**config.mk**
```make
export PLATFORM = sky130hd
export DESIGN_NAME = sd_lesepuffer
export DESIGN_NICKNAME = d
export VERILOG_FILES = /design/src/rtl/sd_lesepuffer.sv
export SDC_FILE = /design/constraint.sdc
export NUM_CORES = 1
export LEC_CHECK = 0
export ABC_AREA = 1
export CAP_MARGIN = 20
export CORE_MARGIN = 10
export CORE_UTILIZATION = 51
export DETAILED_ROUTE_END_ITERATION = 10
export PLACE_DENSITY = 0.7
export SLEW_MARGIN = 20
export SYNTH_ARGS = -nofsm -noshare
export SYNTH_HDL_FRONTEND = slang
export SYNTH_SLANG_ARGS = --single-unit
```
**constraint.sdc**
```tcl
create_clock -name Clock -period 8.1 [get_ports Clock]
set_input_delay 1.62 -clock Clock [delete_from_list [all_inputs] [get_ports Clock]]
set_output_delay 1.62 -clock Clock [all_outputs]
set_load 0.01 [all_outputs]
```
**src/rtl/sd_lesepuffer.sv**
```systemverilog
// rtl/sd_lesepuffer.sv - single-line read buffer in front of an SD word reader
module sd_lesepuffer #(
  parameter int ZEILENWORTE = 16
) (
  input  logic        Clock,
  input  logic        Reset,
  input  logic [31:0] Adresse,
  input  logic        Lesen,
  input  logic        Invalidieren,
  output logic [31:0] Daten,
  output logic        Fertig,
  output logic        Busy,
  output logic [31:0] SD_Adresse,
  output logic        SD_Lesen,
  input  logic [31:0] SD_Daten,
  input  logic        SD_Fertig,
  input  logic        SD_Busy
);

  typedef enum logic [2:0] {IDLE, HIT, REQ, WAIT, DONE} state_t;

  state_t      state_q, state_d;
  logic [27:0] tag_q, tag_d;
  logic        valid_q, valid_d;
  logic [3:0]  idx_q, idx_d;
  logic [3:0]  k_q, k_d;
  logic        inv_q, inv_d;
  logic [31:0] daten_q, daten_d;
  logic        fertig_q, fertig_d;
  logic [31:0] sd_adr_q, sd_adr_d;
  logic        line_we;
  logic [31:0] line_q [ZEILENWORTE];

  assign Daten      = daten_q;
  assign Fertig     = fertig_q;
  assign SD_Adresse = sd_adr_q;
  assign SD_Lesen   = (state_q == REQ);
  assign Busy       = (state_q != IDLE);

  // Control and status registers; the line storage itself is left unreset.
  always_ff @(posedge Clock) begin
    if (Reset) begin
      state_q  <= IDLE;
      tag_q    <= '0;
      valid_q  <= 1'b0;
      idx_q    <= '0;
      k_q      <= '0;
      inv_q    <= 1'b0;
      daten_q  <= '0;
      fertig_q <= 1'b0;
      sd_adr_q <= '0;
    end else begin
      state_q  <= state_d;
      tag_q    <= tag_d;
      valid_q  <= valid_d;
      idx_q    <= idx_d;
      k_q      <= k_d;
      inv_q    <= inv_d;
      daten_q  <= daten_d;
      fertig_q <= fertig_d;
      sd_adr_q <= sd_adr_d;
    end
  end

  // Line fill: one word per completed SD read, written at the fill index.
  always_ff @(posedge Clock) begin
    if (!Reset && line_we) begin
      line_q[k_q] <= SD_Daten;
    end
  end

  // Next-state logic: hit lookup, 16-word fill handshake and result delivery.
  always_comb begin
    state_d  = state_q;
    tag_d    = tag_q;
    valid_d  = valid_q;
    idx_d    = idx_q;
    k_d      = k_q;
    inv_d    = inv_q;
    daten_d  = daten_q;
    fertig_d = 1'b0;
    sd_adr_d = sd_adr_q;
    line_we  = 1'b0;
    unique case (state_q)
      IDLE: begin
        if (Lesen) begin
          idx_d = Adresse[3:0];
          if (valid_q && !Invalidieren && (tag_q == Adresse[31:4])) begin
            state_d = HIT;
          end else begin
            state_d  = REQ;
            k_d      = 4'd0;
            tag_d    = Adresse[31:4];
            valid_d  = 1'b0;
            inv_d    = 1'b0;
            sd_adr_d = {Adresse[31:4], 4'd0};
          end
        end else if (Invalidieren) begin
          valid_d = 1'b0;
        end
      end
      HIT: begin
        daten_d  = line_q[idx_q];
        fertig_d = 1'b1;
        state_d  = IDLE;
        if (Invalidieren) valid_d = 1'b0;
      end
      REQ: begin
        if (Invalidieren) inv_d = 1'b1;
        if (SD_Busy) state_d = WAIT;
      end
      WAIT: begin
        if (Invalidieren) inv_d = 1'b1;
        if (!SD_Busy && SD_Fertig) begin
          line_we = 1'b1;
          if (k_q == 4'd15) begin
            state_d = DONE;
          end else begin
            k_d      = k_q + 4'd1;
            sd_adr_d = {tag_q, k_q + 4'd1};
            state_d  = REQ;
          end
        end
      end
      DONE: begin
        // A pending or simultaneous invalidation keeps the fresh line unusable.
        valid_d  = !inv_q && !Invalidieren;
        daten_d  = line_q[idx_q];
        fertig_d = 1'b1;
        state_d  = IDLE;
      end
      default: state_d = IDLE;
    endcase
  end

endmodule

```
# After elaboration in Yosys (flattened, before gate mapping)
# Memory sizes are Yosys's and may differ from the RTL's. A register that Yosys moved wholly into a read port is not among the register bits.
# Cells that the tools add are included.
[op_classes]
n_bitwise = 1
reduce_logical = 22
muxes = 28
n_eq_ne = 13
addsub = 1
[ops]
columns = ["op", "n"]
rows = [
  ["32-bit two-way mux", 4],
  ["32-bit case mux with 2 select lines", 1],
  ["28-bit equality test", 1],
  ["4-bit two-way mux", 4],
  ["3-bit two-way mux", 4],
  ["1-bit two-way mux", 10],
  ["3-bit case mux with 3 select lines", 1],
  ["2-bit inequality test, second input constant", 4],
  ["4-bit case mux with 2 select lines", 1],
  ["3-bit by 2-bit equality test with 1-bit output, second input constant", 2],
  ["3-bit AND reduction", 2],
  ["3-bit nonzero test", 2],
  ["1-bit logical AND", 5],
  ["5-bit AND reduction", 1],
  ["4-bit by 1-bit adder with 4-bit output, second input constant", 1],
  ["4-bit equality test, second input constant", 1],
  ["1-bit zero test", 4],
  ["2-bit by 1-bit inequality test with 1-bit output, second input constant", 2],
  ["2-bit AND reduction", 2],
  ["4-bit AND reduction", 1],
  ["2-bit nonzero test", 2],
  ["2-bit OR reduction", 2],
  ["3-bit by 1-bit equality test with 1-bit output, second input constant", 1],
  ["3-bit equality test, second input constant", 1],
  ["6 further kinds", 6],
]
[word_totals]
regBits = 74
input_bits = 70
ramBits = 512
elab_cells = 74
mem_count = 1
[memory_table]
columns = ["name", "words", "width", "rd", "rd_ports_with_merged_regs", "write_ports", "line_no", "text"]
rows = [
  ["line_q", 16, 32, 1, 1, 1, "32", "logic [31:0] line_q [ZEILENWORTE];"],
]

# Depth between registers and ports, before layout
# Gate-level depths: netlist (run 1).
[depth]
ltp_word = 7
ltp_mapped = 15
ltp_nobuf = 14

# Least setup slack after synthesis (run 1)
# No wires, ideal clock.
[synth_timing]
path_kind = "input -> register"
startpoint = "input port SD_Busy"
endpoint = "memory line_q[11][0] (enable)"
cell_stages = 5
setup_time_ns = 0.421
t_arrival_ns = 3.593
path_slack_ns = 4.086
t_required_ns = 7.679
n_path_buf = 0
cell_sequence = "inv_1 > nand2_1 > nor3_1 > nand2_1 > nor2_1"
[synth_via]
elab_chain_cells = 7
[synth_rtl]
columns = ["element", "line_no", "text"]
rows = [
  ["start, declared", "17", "input logic SD_Busy"],
  ["1-bit zero test", "114", "if (!SD_Busy && SD_Fertig) begin"],
  ["1-bit logical AND", "114", ""],
  ["1-bit two-way mux", "114", ""],
  ["1-bit two-way mux", "84", "unique case (state_q)"],
  ["1-bit logical AND", "67", "if (!Reset && line_we) begin"],
  ["1-bit two-way mux", "67", ""],
  ["1-bit two-way mux (not written as such)", "68", "line_q[k_q] <= SD_Daten;"],
  ["end, declared", "32", ""],
]
# No other way between the ends.

# Worst setup path after layout (run 1)
[layout_timing]
startpoint = "input port SD_Fertig"
endpoint = "memory line_q[11][21] (enable)"
[layout_via]
elab_chain_cells = 6
[layout_rtl]
columns = ["element", "line_no", "text"]
rows = [
  ["start, declared", "16", "input logic SD_Fertig,"],
  ["1-bit logical AND", "114", ""],
  ["1-bit two-way mux", "114", ""],
  ["1-bit two-way mux", "84", ""],
  ["1-bit logical AND", "67", ""],
  ["1-bit two-way mux", "67", ""],
  ["1-bit two-way mux (not written as such)", "68", ""],
]
# No other way between the ends.

==> results of run 1 <==
==> cells by family after synthesis <==
| group | synth area share |
|---|---|
| simple gates | 0.134 |
| flops | 0.697 |
| xor+xnor | 0.00316 |
| compound gates | 0.120 |
| buf+inv | 0.0441 |
| fa+ha+maj | 0.00200 |
==> cell type report <==
class / count / area, um^2
Fill cell: 3897 / 19700
Sequential cell: 614 / 17400
Multi-Input combinational cell: 1348 / 6580
Timing Repair Buffer: 162 / 1810
Clock buffer: 77 / 1610
Tap cell: 622 / 778
Clock inverter: 37 / 395
Inverter: 95 / 363
==> state kept, by name (all words and copies together) (netlist names) <==
register    count
inv_q           1
SD_Adresse     29
state_q         3
valid_q         1
k_q             3
idx_q           4
Daten          32
tag_q          28
line_q        512
Fertig          1
==> cells in the mapped netlist (4+ instances only) <==
master    number  share of area
a21oi_1       37         0.0074
buf_1         19         0.0029
buf_2         35         0.0070
buf_4          5         0.0015
buf_6         18         0.0081
clkbuf_1      69          0.010
dfxtp_1      102          0.082
edfxtp_1     512           0.62
ha_1           4         0.0020
inv_1         89          0.013
inv_2          4        0.00060
nand2_1      166          0.025
nand3_1      104          0.021
nand3b_1      29         0.0087
nor2_1       515          0.077
o211ai_1     160          0.048
o21ai_0      243          0.049
o21ai_1       71          0.014
xnor2_1        7         0.0025
==> worst max-delay path, cell delays in order <==
cell and delay [ps]:
clkdlybuf4s50_1 460, nand2_1 100, nor3_1 580, nand2_1 430, nor2_4 650, buf_4 400
==> how the worst min path moves through the flow <==
stage,from,endpoint,slack (ps),cells after the start
finish,inv_q,inv_q,490,2
global route,tag_q[5],tag_q[5],520,2
CTS,inv_q,inv_q,480,2
detailed placement,inv_q,inv_q,470,2
global placement,inv_q,inv_q,460,2
floorplan,inv_q,inv_q,440,2
==> per-layer routing <==
layer,GRT usage,share of wire,vias to the layer above
met4,0.0713,0.024,0
li1,-,-,7957
met2,0.330,0.49,596
met1,0.267,0.42,8154
met3,0.0332,0.068,90
met5,0,0,-
==> stage by stage <==
stage                     cell area, um^2  power, mW
after floorplan                     25000       4.34
after global placement              26600       4.72
after detailed placement            26800       4.74
after CTS                           28800       7.52
after global routing                29000       7.78
final                               29000       7.48
==> power breakdown <==
part / switching, mW / internal [mW] / total (mW)
Combinational: 0.686 / 0.398 / 1.08
Clock: 1.20 / 1.60 / 2.80
Sequential: 0.0893 / 3.50 / 3.59
==> results.yml, run 1 <==
critical_path:
  reg2regPathDepth: 8
  r2r_slack_ps: 4820
  r2r_start: "state_q[1]"
  cp-end-kind: "flip-flop"
  start_kind: "input port"
  crit_start: "SD_Fertig"
  cp.arrival_ps: 4260
  reg2reg_to: "line_q[11][21]"
  crit_fanout: 17
  endpoint: "line_q[11][21]"
  critical_path_class: "in -> reg"
  critPathRequiredTime_ps: 8410
power_and_ir_drop:
  p_per_area_mw_per_mm2: 258
  max-vdd-ir-drop_mv: 0.184
  p_leak_nw: 9.88
yosys:
  yosys_most_used_dff: "edfxtp_1"
  synth_edf_count: 512
  ys_seq_area_frac: 0.697
  syn_area_mm2: 0.0250
  ys_types: 31
  async_flop_share: 0
  synth_seq_cells: 614
  syn_avg_cell_area_um2: 11.3
  yosysWarnings: 0
  synthCells: 2203
  syn-num-nets: 2277
detailed_routing:
  remaining_drc_errors: 0
  viasPerCell: 5.68
  wl_per_cell_um: 20.2
  vias: 16800
  routed_wl_mm: 59.6
  dr.pass1.iters: 5
  drt-initial-drc-count: 1744
  antenna_left: 0
layout:
  final_cell_mix: "512 x edfxtp_1, 499 x nor2_1, 243 x o21ai_0, 165 x nand2_1, 160 x o211ai_1"
  drive_gt1_frac: 0.0639
  syn2layout_area_growth_pct: 16.0
  diodes: 0
  final_common_cell: "edfxtp_1"
  final_util: 0.595
  final_cells: 2955
  nets: 2355
timing:
  period_share: 0.488
  timing.fmax_mhz: 253
  hold_viol_final: 0
  fin_tns_setup_ps: 0
  rsz0062_at_grt: "false"
  slew_headroom: 0.266
  fin_crit_ps: 3950
  fin_ws_ps: 4150
  drv_slew: 0
  setup_viol: 0
  worst_slew_pin_slew_ps: 1100
  whs_ps: 485
  fin_skew_ps: 23.1
floorplan:
  die_w_um: 241
  start_util: 0.513
  core_mm2: 0.0486
  die-area_mm2: 0.0582
  rows: 81
  ios: 137
  fp.dieH_um: 241
global_route:
  grt_pass1_vias: 16300
  grtUsageTotal: 0.201
  grt_pass1_wl_mm: 91.6
  grt_antenna_before_repair: 0
  grt_max_degree: 227
  grt_overflow_total: 0
job:
  cap_violations: 0
clock_tree:
  cts_max_path_buffers: 3
  hold_buffers: 0
  clock_latency_ps: 640
  post_cts_resized: 0
  htree_num_levels: 2
  cts-root-buf: "clkbuf_16"
  cts.sinks: 614
  cts_tree: "yes"
  clk_pin_slew_ps: 60
  post_cts_buffers: 0
  cts_made_buffers: 60
place:
  dp_cells: 2834
  io_buffers: 136
  pre_cts_ws_ps: 3580
  dp_hpwl_mm: 33.1
  routabilityCongestion: 0.823
status:
  status: "complete, no violations"
hold_path:
  hold_path_class: "reg -> reg"
No activity file was read; power rests on OpenSTA's default activity.
==> run 2, diff against run 1 <==
--- a/config.mk
+++ b/config.mk
@@ -10,7 +10,7 @@
 export CORE_MARGIN = 10
 export CORE_UTILIZATION = 51
 export DETAILED_ROUTE_END_ITERATION = 10
-export PLACE_DENSITY = 0.7
+export PLACE_DENSITY = 0.72
 export SLEW_MARGIN = 20
 export SYNTH_ARGS = -nofsm -noshare
 export SYNTH_HDL_FRONTEND = slang
==> constraint.sdc (replaced) <==
create_clock -name Clock -period 3.4 [get_ports Clock]
set_input_delay 0.68 -clock Clock [delete_from_list [all_inputs] [get_ports Clock]]
set_output_delay 0.68 -clock Clock [all_outputs]
set_load 0.01 [all_outputs]
==> run 2 against run 1 <==
Compared with the run above:
- cell area is 0.19% higher
- critical path depth decreased by 1
- clock-buffer cell count is 11 higher
- combinational power grew 150%
- core utilization increased by 0.11 points
- critical path type is now reg -> out
- first-iteration DRC count rose by 13%
- via count is 1.9% higher
- sequential share of layout area fell by 0.11 points
- largest cell class unchanged
- critical endpoint is now SD_Lesen
==> results.yml, run 2 (synthesis results as in run 1) <==
layout:
  drive_gt1_frac: 0.0690
  largest_reg_flops: 512
  final_common_cell: "edfxtp_1"
  top_register: "line_q"
  syn2layout_area_growth_pct: 16.2
  nets: 2373
  final_cell_mix: "512 x edfxtp_1, 499 x nor2_1, 243 x o21ai_0, 165 x nand2_1, 160 x o211ai_1"
  n_fill_cell: 3840
clock_tree:
  htree_num_levels: 2
  clk_pin_slew_ps: 60
  clock_latency_ps: 620
  cts-root-buf: "clkbuf_16"
  cts_tree: "yes"
  post_cts_buffers: 0
  post_cts_resized: 0
  hold_buffers: 0
  cts_made_buffers: 60
  cts.sinks: 614
  cts_max_path_buffers: 3
timing:
  fin_tns_setup_ps: 0
  rsz0062_at_grt: "false"
  period_share: 0.778
  fin_skew_ps: 21.0
  hold_viol_final: 0
  fin_crit_ps: 2650
  drv_slew: 0
  slew_headroom: 0.296
  fin_ws_ps: 753
  worst_slew_pin_slew_ps: 1060
  timing.fmax_mhz: 378
  setup_viol: 0
detailed_routing:
  remaining_drc_errors: 0
  drt-initial-drc-count: 1977
  wl_per_cell_um: 21.0
  antenna_left: 0
  vias: 17100
  routed_wl_mm: 62.3
  viasPerCell: 5.76
  dr.pass1.iters: 5
floorplan:
  core_mm2: 0.0486
  start_util: 0.513
  die_w_um: 241
  rows: 81
  ios: 137
  die-area_mm2: 0.0582
  fp.dieH_um: 241
hold_path:
  hold_path_class: "reg -> reg"
global_route:
  grt_antenna_before_repair: 2
  grt_most_used_layer: "met2"
  met2_usage: 0.352
  grt_max_degree: 192
  grt_pass1_vias: 16500
  grt_pass1_wl_mm: 95.2
  grtUsageTotal: 0.212
  met1_usage: 0.277
  grtUsageMet3: 0.0328
  grt_overflow_total: 0
critical_path:
  cp-end-kind: "output pin"
  critPathRequiredTime_ps: 2720
  start_kind: "flip-flop"
  critPathMaxStageDelay_ps: 600
  crit_fanout: 3
  crit_chain: "inv_1 -> nor2_2 -> inv_1 -> nor2_1 -> clkdlybuf4s50_1"
  cpMostUsedCell: "inv_1"
  cp_slowest_cell: "clkdlybuf4s50_1"
  cp.arrival_ps: 1970
  critical_path_class: "reg -> out"
place:
  routabilityCongestion: 0.828
  pre_cts_ws_ps: 306
  io_buffers: 136
  dp_hpwl_mm: 33.3
power_and_ir_drop:
  max-vdd-ir-drop_mv: 0.363
  power_mw: 17.6
  p_leak_nw: 9.93
  p_per_area_mw_per_mm2: 607
status:
  status: "complete, no violations"
job:
  cap_violations: 0
## run 2: cell count changes in the layout (fill, tap and decap cells not counted), moves of 2 or more
cell        before  now
buf_12           2   20
buf_16          11    0
buf_4           12   24
bufinv_16        6    3
clkbuf_1        13   18
clkbuf_8         4    9
clkinv_1        10    8
clkinv_2        16   12
clkinv_4         2    0
clkinvlp_4       3    1
inv_16           2    0
inv_6            1    4
## run 2: power breakdown
group	total (mW)	switching, mW	internal, mW
clock	6.46	2.74	3.72
combinational	2.65	1.67	0.982
sequential	8.52	0.171	8.34
total	17.6	4.58	13.0
## run 2: metal layers
layer  vias to the layer above  routed length [um]
met5                         -                  13
met1                      8337               25800
met3                       124                4270
met2                       663               30500
met4                         2                1690
li1                       7986                   -
## run 2: through the flow
step / cell area [um^2] / util / hold slack, ps / instances
3_5_place_dp: 27100 / 0.557 / 472 / 2859
2_1_floorplan: 25000 / - / 437 / 2203
3_3_place_gp: 27100 / 0.557 / 451 / 2859
4_1_cts: 29000 / 0.596 / 486 / 2971
6_report: 29000 / 0.596 / 485 / 2972
5_1_grt: 29000 / 0.596 / 513 / 2972
## run 2: final cells by class
class	instances	area [um^2]	share of cell area
Antenna cell	1	2.50	0.0000863
Clock inverter	24	201	0.00694
Inverter	95	363	0.0125
Clock buffer	88	1720	0.0592
Multi-Input combinational cell	1348	6580	0.227
Tap cell	622	778	0.0268
Timing Repair Buffer	180	1940	0.0669
Sequential cell	614	17400	0.601
## run 2: worst paths after layout
kind / start / endpoint / slack [ps] / cells after the start
max reg2reg: state_q[1] / line_q[2][11] / 820 / 7
max: state_q[1] / SD_Lesen / 750 / 5
min reg2reg: tag_q[25] / tag_q[25] / 480 / 2
min: tag_q[25] / tag_q[25] / 480 / 2
## run 2: critical path: cells and delay by family, from the launching register on
family / cells / cell delay, ps
simple gates: 2 / 310
flops: 1 / 320
buf+inv: 3 / 730
==> run 3, diff against run 2 <==
--- a/config.mk
+++ b/config.mk
@@ -10,7 +10,7 @@
 export CORE_MARGIN = 10
 export CORE_UTILIZATION = 51
 export DETAILED_ROUTE_END_ITERATION = 10
-export PLACE_DENSITY = 0.72
+export PLACE_DENSITY = 0.7
 export SLEW_MARGIN = 20
 export SYNTH_ARGS = -nofsm -noshare
 export SYNTH_HDL_FRONTEND = slang
==> constraint.sdc (replaced) <==
create_clock -name Clock -period 2.5 [get_ports Clock]
set_input_delay 0.5 -clock Clock [delete_from_list [all_inputs] [get_ports Clock]]
set_output_delay 0.5 -clock Clock [all_outputs]
set_load 0.01 [all_outputs]
==> run 3 against run 2 <==
Compared with the run above:
- via count grew 0.88%
- power grew 43%
- global-route usage grew 0.28 points
- final cell count grew 1.3%
- die area is the same
- core utilization grew 1.7 points
- sequential share of layout area shrank 1.7 points
- clock-buffer cell count shrank 5
- clock skew shrank 1.1 ps
- sequential cell count is the same
- clock power grew 54%
==> results.yml, run 3 (synthesis results as in run 1) <==
status:
  status: "complete, no violations"
clock_tree:
  clock_latency_ps: 600
  htree_num_levels: 3
  clk_pin_slew_ps: 50
  cts_max_path_buffers: 3
  cts.sinks: 614
  cts_made_buffers: 66
  hold_buffers: 0
  cts_tree: "yes"
  cts-root-buf: "clkbuf_16"
layout:
  final_cell_mix: "512 x edfxtp_1, 498 x nor2_1, 243 x o21ai_0, 165 x nand2_1, 160 x o211ai_1"
  final_util: 0.614
  nets: 2409
  syn2layout_area_growth_pct: 19.6
  final_common_cell: "edfxtp_1"
  seqCellArea_mm2: 0.0174
  largest_reg_flops: 512
  n_fill_cell: 3741
  top_register: "line_q"
  multiInputGateArea_mm2: 0.00658
  final_cells: 3010
  final_cell_area_mm2: 0.0299
  drive_gt1_frac: 0.0846
floorplan:
  die-area_mm2: 0.0582
  core_mm2: 0.0486
  rows: 81
  start_util: 0.513
  die_w_um: 241
  ios: 137
  fp.dieH_um: 241
hold_path:
  hold_path_class: "reg -> reg"
  min_to: "inv_q"
  hp-start: "inv_q"
  min_path_cells: 2
job:
  cap_violations: 0
timing:
  rsz0062_at_grt: "false"
  drv_slew: 0
  fin_ws_ps: 106
  timing.fmax_mhz: 418
  whs_ps: 481
  fin_tns_setup_ps: 0
  fin_skew_ps: 19.9
  hold_viol_final: 0
  fin_crit_ps: 2390
  slew_headroom: 0.447
  setup_viol: 0
  period_share: 0.957
  worst_slew_pin_slew_ps: 830
detailed_routing:
  drt-initial-drc-count: 2058
  viasPerCell: 5.73
  routed_wl_mm: 62.5
  remaining_drc_errors: 0
  dr.pass1.iters: 5
  wl_per_cell_um: 20.8
  antenna_left: 0
  vias: 17300
power_and_ir_drop:
  power_mw: 25.3
  switching_share: 0.255
  p_per_area_mw_per_mm2: 846
  max-vdd-ir-drop_mv: 0.803
  comb_power_share: 0.149
  pwr-share-clk: 0.393
  p_int_mw: 18.8
  seq_power_share: 0.458
  p_sw_mw: 6.45
  p_leak_nw: 10.3
global_route:
  grt_pass1_wl_mm: 97.3
  grt_pass1_vias: 17100
  grt_antenna_before_repair: 1
  grt_max_degree: 193
  grt_overflow_total: 0
  grtUsageTotal: 0.215
critical_path:
  cp-end-kind: "output pin"
  reg2regPathDepth: 8
  critPathTopFamily: "buffers and inverters"
  critical_path_class: "reg -> out"
  path_buf_inv: 3
  cp_slowest_cell: "clkdlybuf4s50_1"
  r2r_start: "state_q[1]"
  reg2reg_to: "line_q[3][15]"
  cp.arrival_ps: 1890
  crit_fanout: 3
  start_kind: "flip-flop"
  r2r_slack_ps: 190
  critPathMaxStageDelay_ps: 570
  crit_chain: "inv_1 -> nor2_2 -> inv_1 -> nor2_2 -> clkdlybuf4s50_1"
  critPathRequiredTime_ps: 2000
place:
  pre_cts_ws_ps: -243
  routabilityCongestion: 0.837
  io_buffers: 136
  dp_cells: 2889
  placed_area_mm2: 0.0276
  dp_hpwl_mm: 36.5
run 3: worst reg2reg max path, stage by stage (launching register included):
cell,delay [ps]
dfxtp_1,330
inv_1,60
nor2_2,130
nand2_1,160
nor3_1,360
buf_4,200
nand2_1,250
nor2_4,260
buf_4,240
run 3: layer usage:
layer	up-vias	GRT usage	part of all wire	routed length, um
li1	8069	-	-	-
met1	8371	0.282	0.41	25600
met2	695	0.355	0.49	30700
met3	127	0.0317	0.069	4290
met4	0	0.0852	0.030	1890
met5	-	0	0	0
run 3: worst max path at each step:
| stage | startpoint | end | slack (ps) | cells past startpoint |
|---|---|---|---|---|
| 3_3_place_gp | SD_Busy | line_q[3][10] | -220 | 8 |
| 4_1_cts | state_q[1] | SD_Lesen | 20 | 5 |
| 3_5_place_dp | SD_Busy | line_q[3][12] | -240 | 8 |
| 2_1_floorplan | state_q[1] | line_q[11][0] | -450 | 7 |
| 5_1_grt | state_q[1] | SD_Lesen | 20 | 5 |
| 6_report | state_q[1] | SD_Lesen | 110 | 5 |
run 3: final cells by class:
class,count,area share
multi-input cells,1348,0.220
inverters,95,0.0122
diodes,1,0.0000838
well taps,622,0.0261
repair buffers,210,0.0835
flip-flops and latches,614,0.584
clock buffers,83,0.0603
clock inverters,37,0.0140
run 3: power by group through the flow:
stage | combinational [mW] | sequential, mW | clock (mW)
final | 3.76 | 11.6 | 9.94
after floorplan | 2.28 | 11.8 | 0
after CTS | 3.78 | 11.6 | 10.1
after global placement | 3.68 | 11.8 | 0
after detailed placement | 3.74 | 11.8 | 0
after global routing | 4.18 | 11.6 | 10.6
run 3: what timing repair did:
action,4_1_cts,5_1_grt
gates resized for setup,0,1
setup buffers,0,0
setup endpoints to repair,0,1
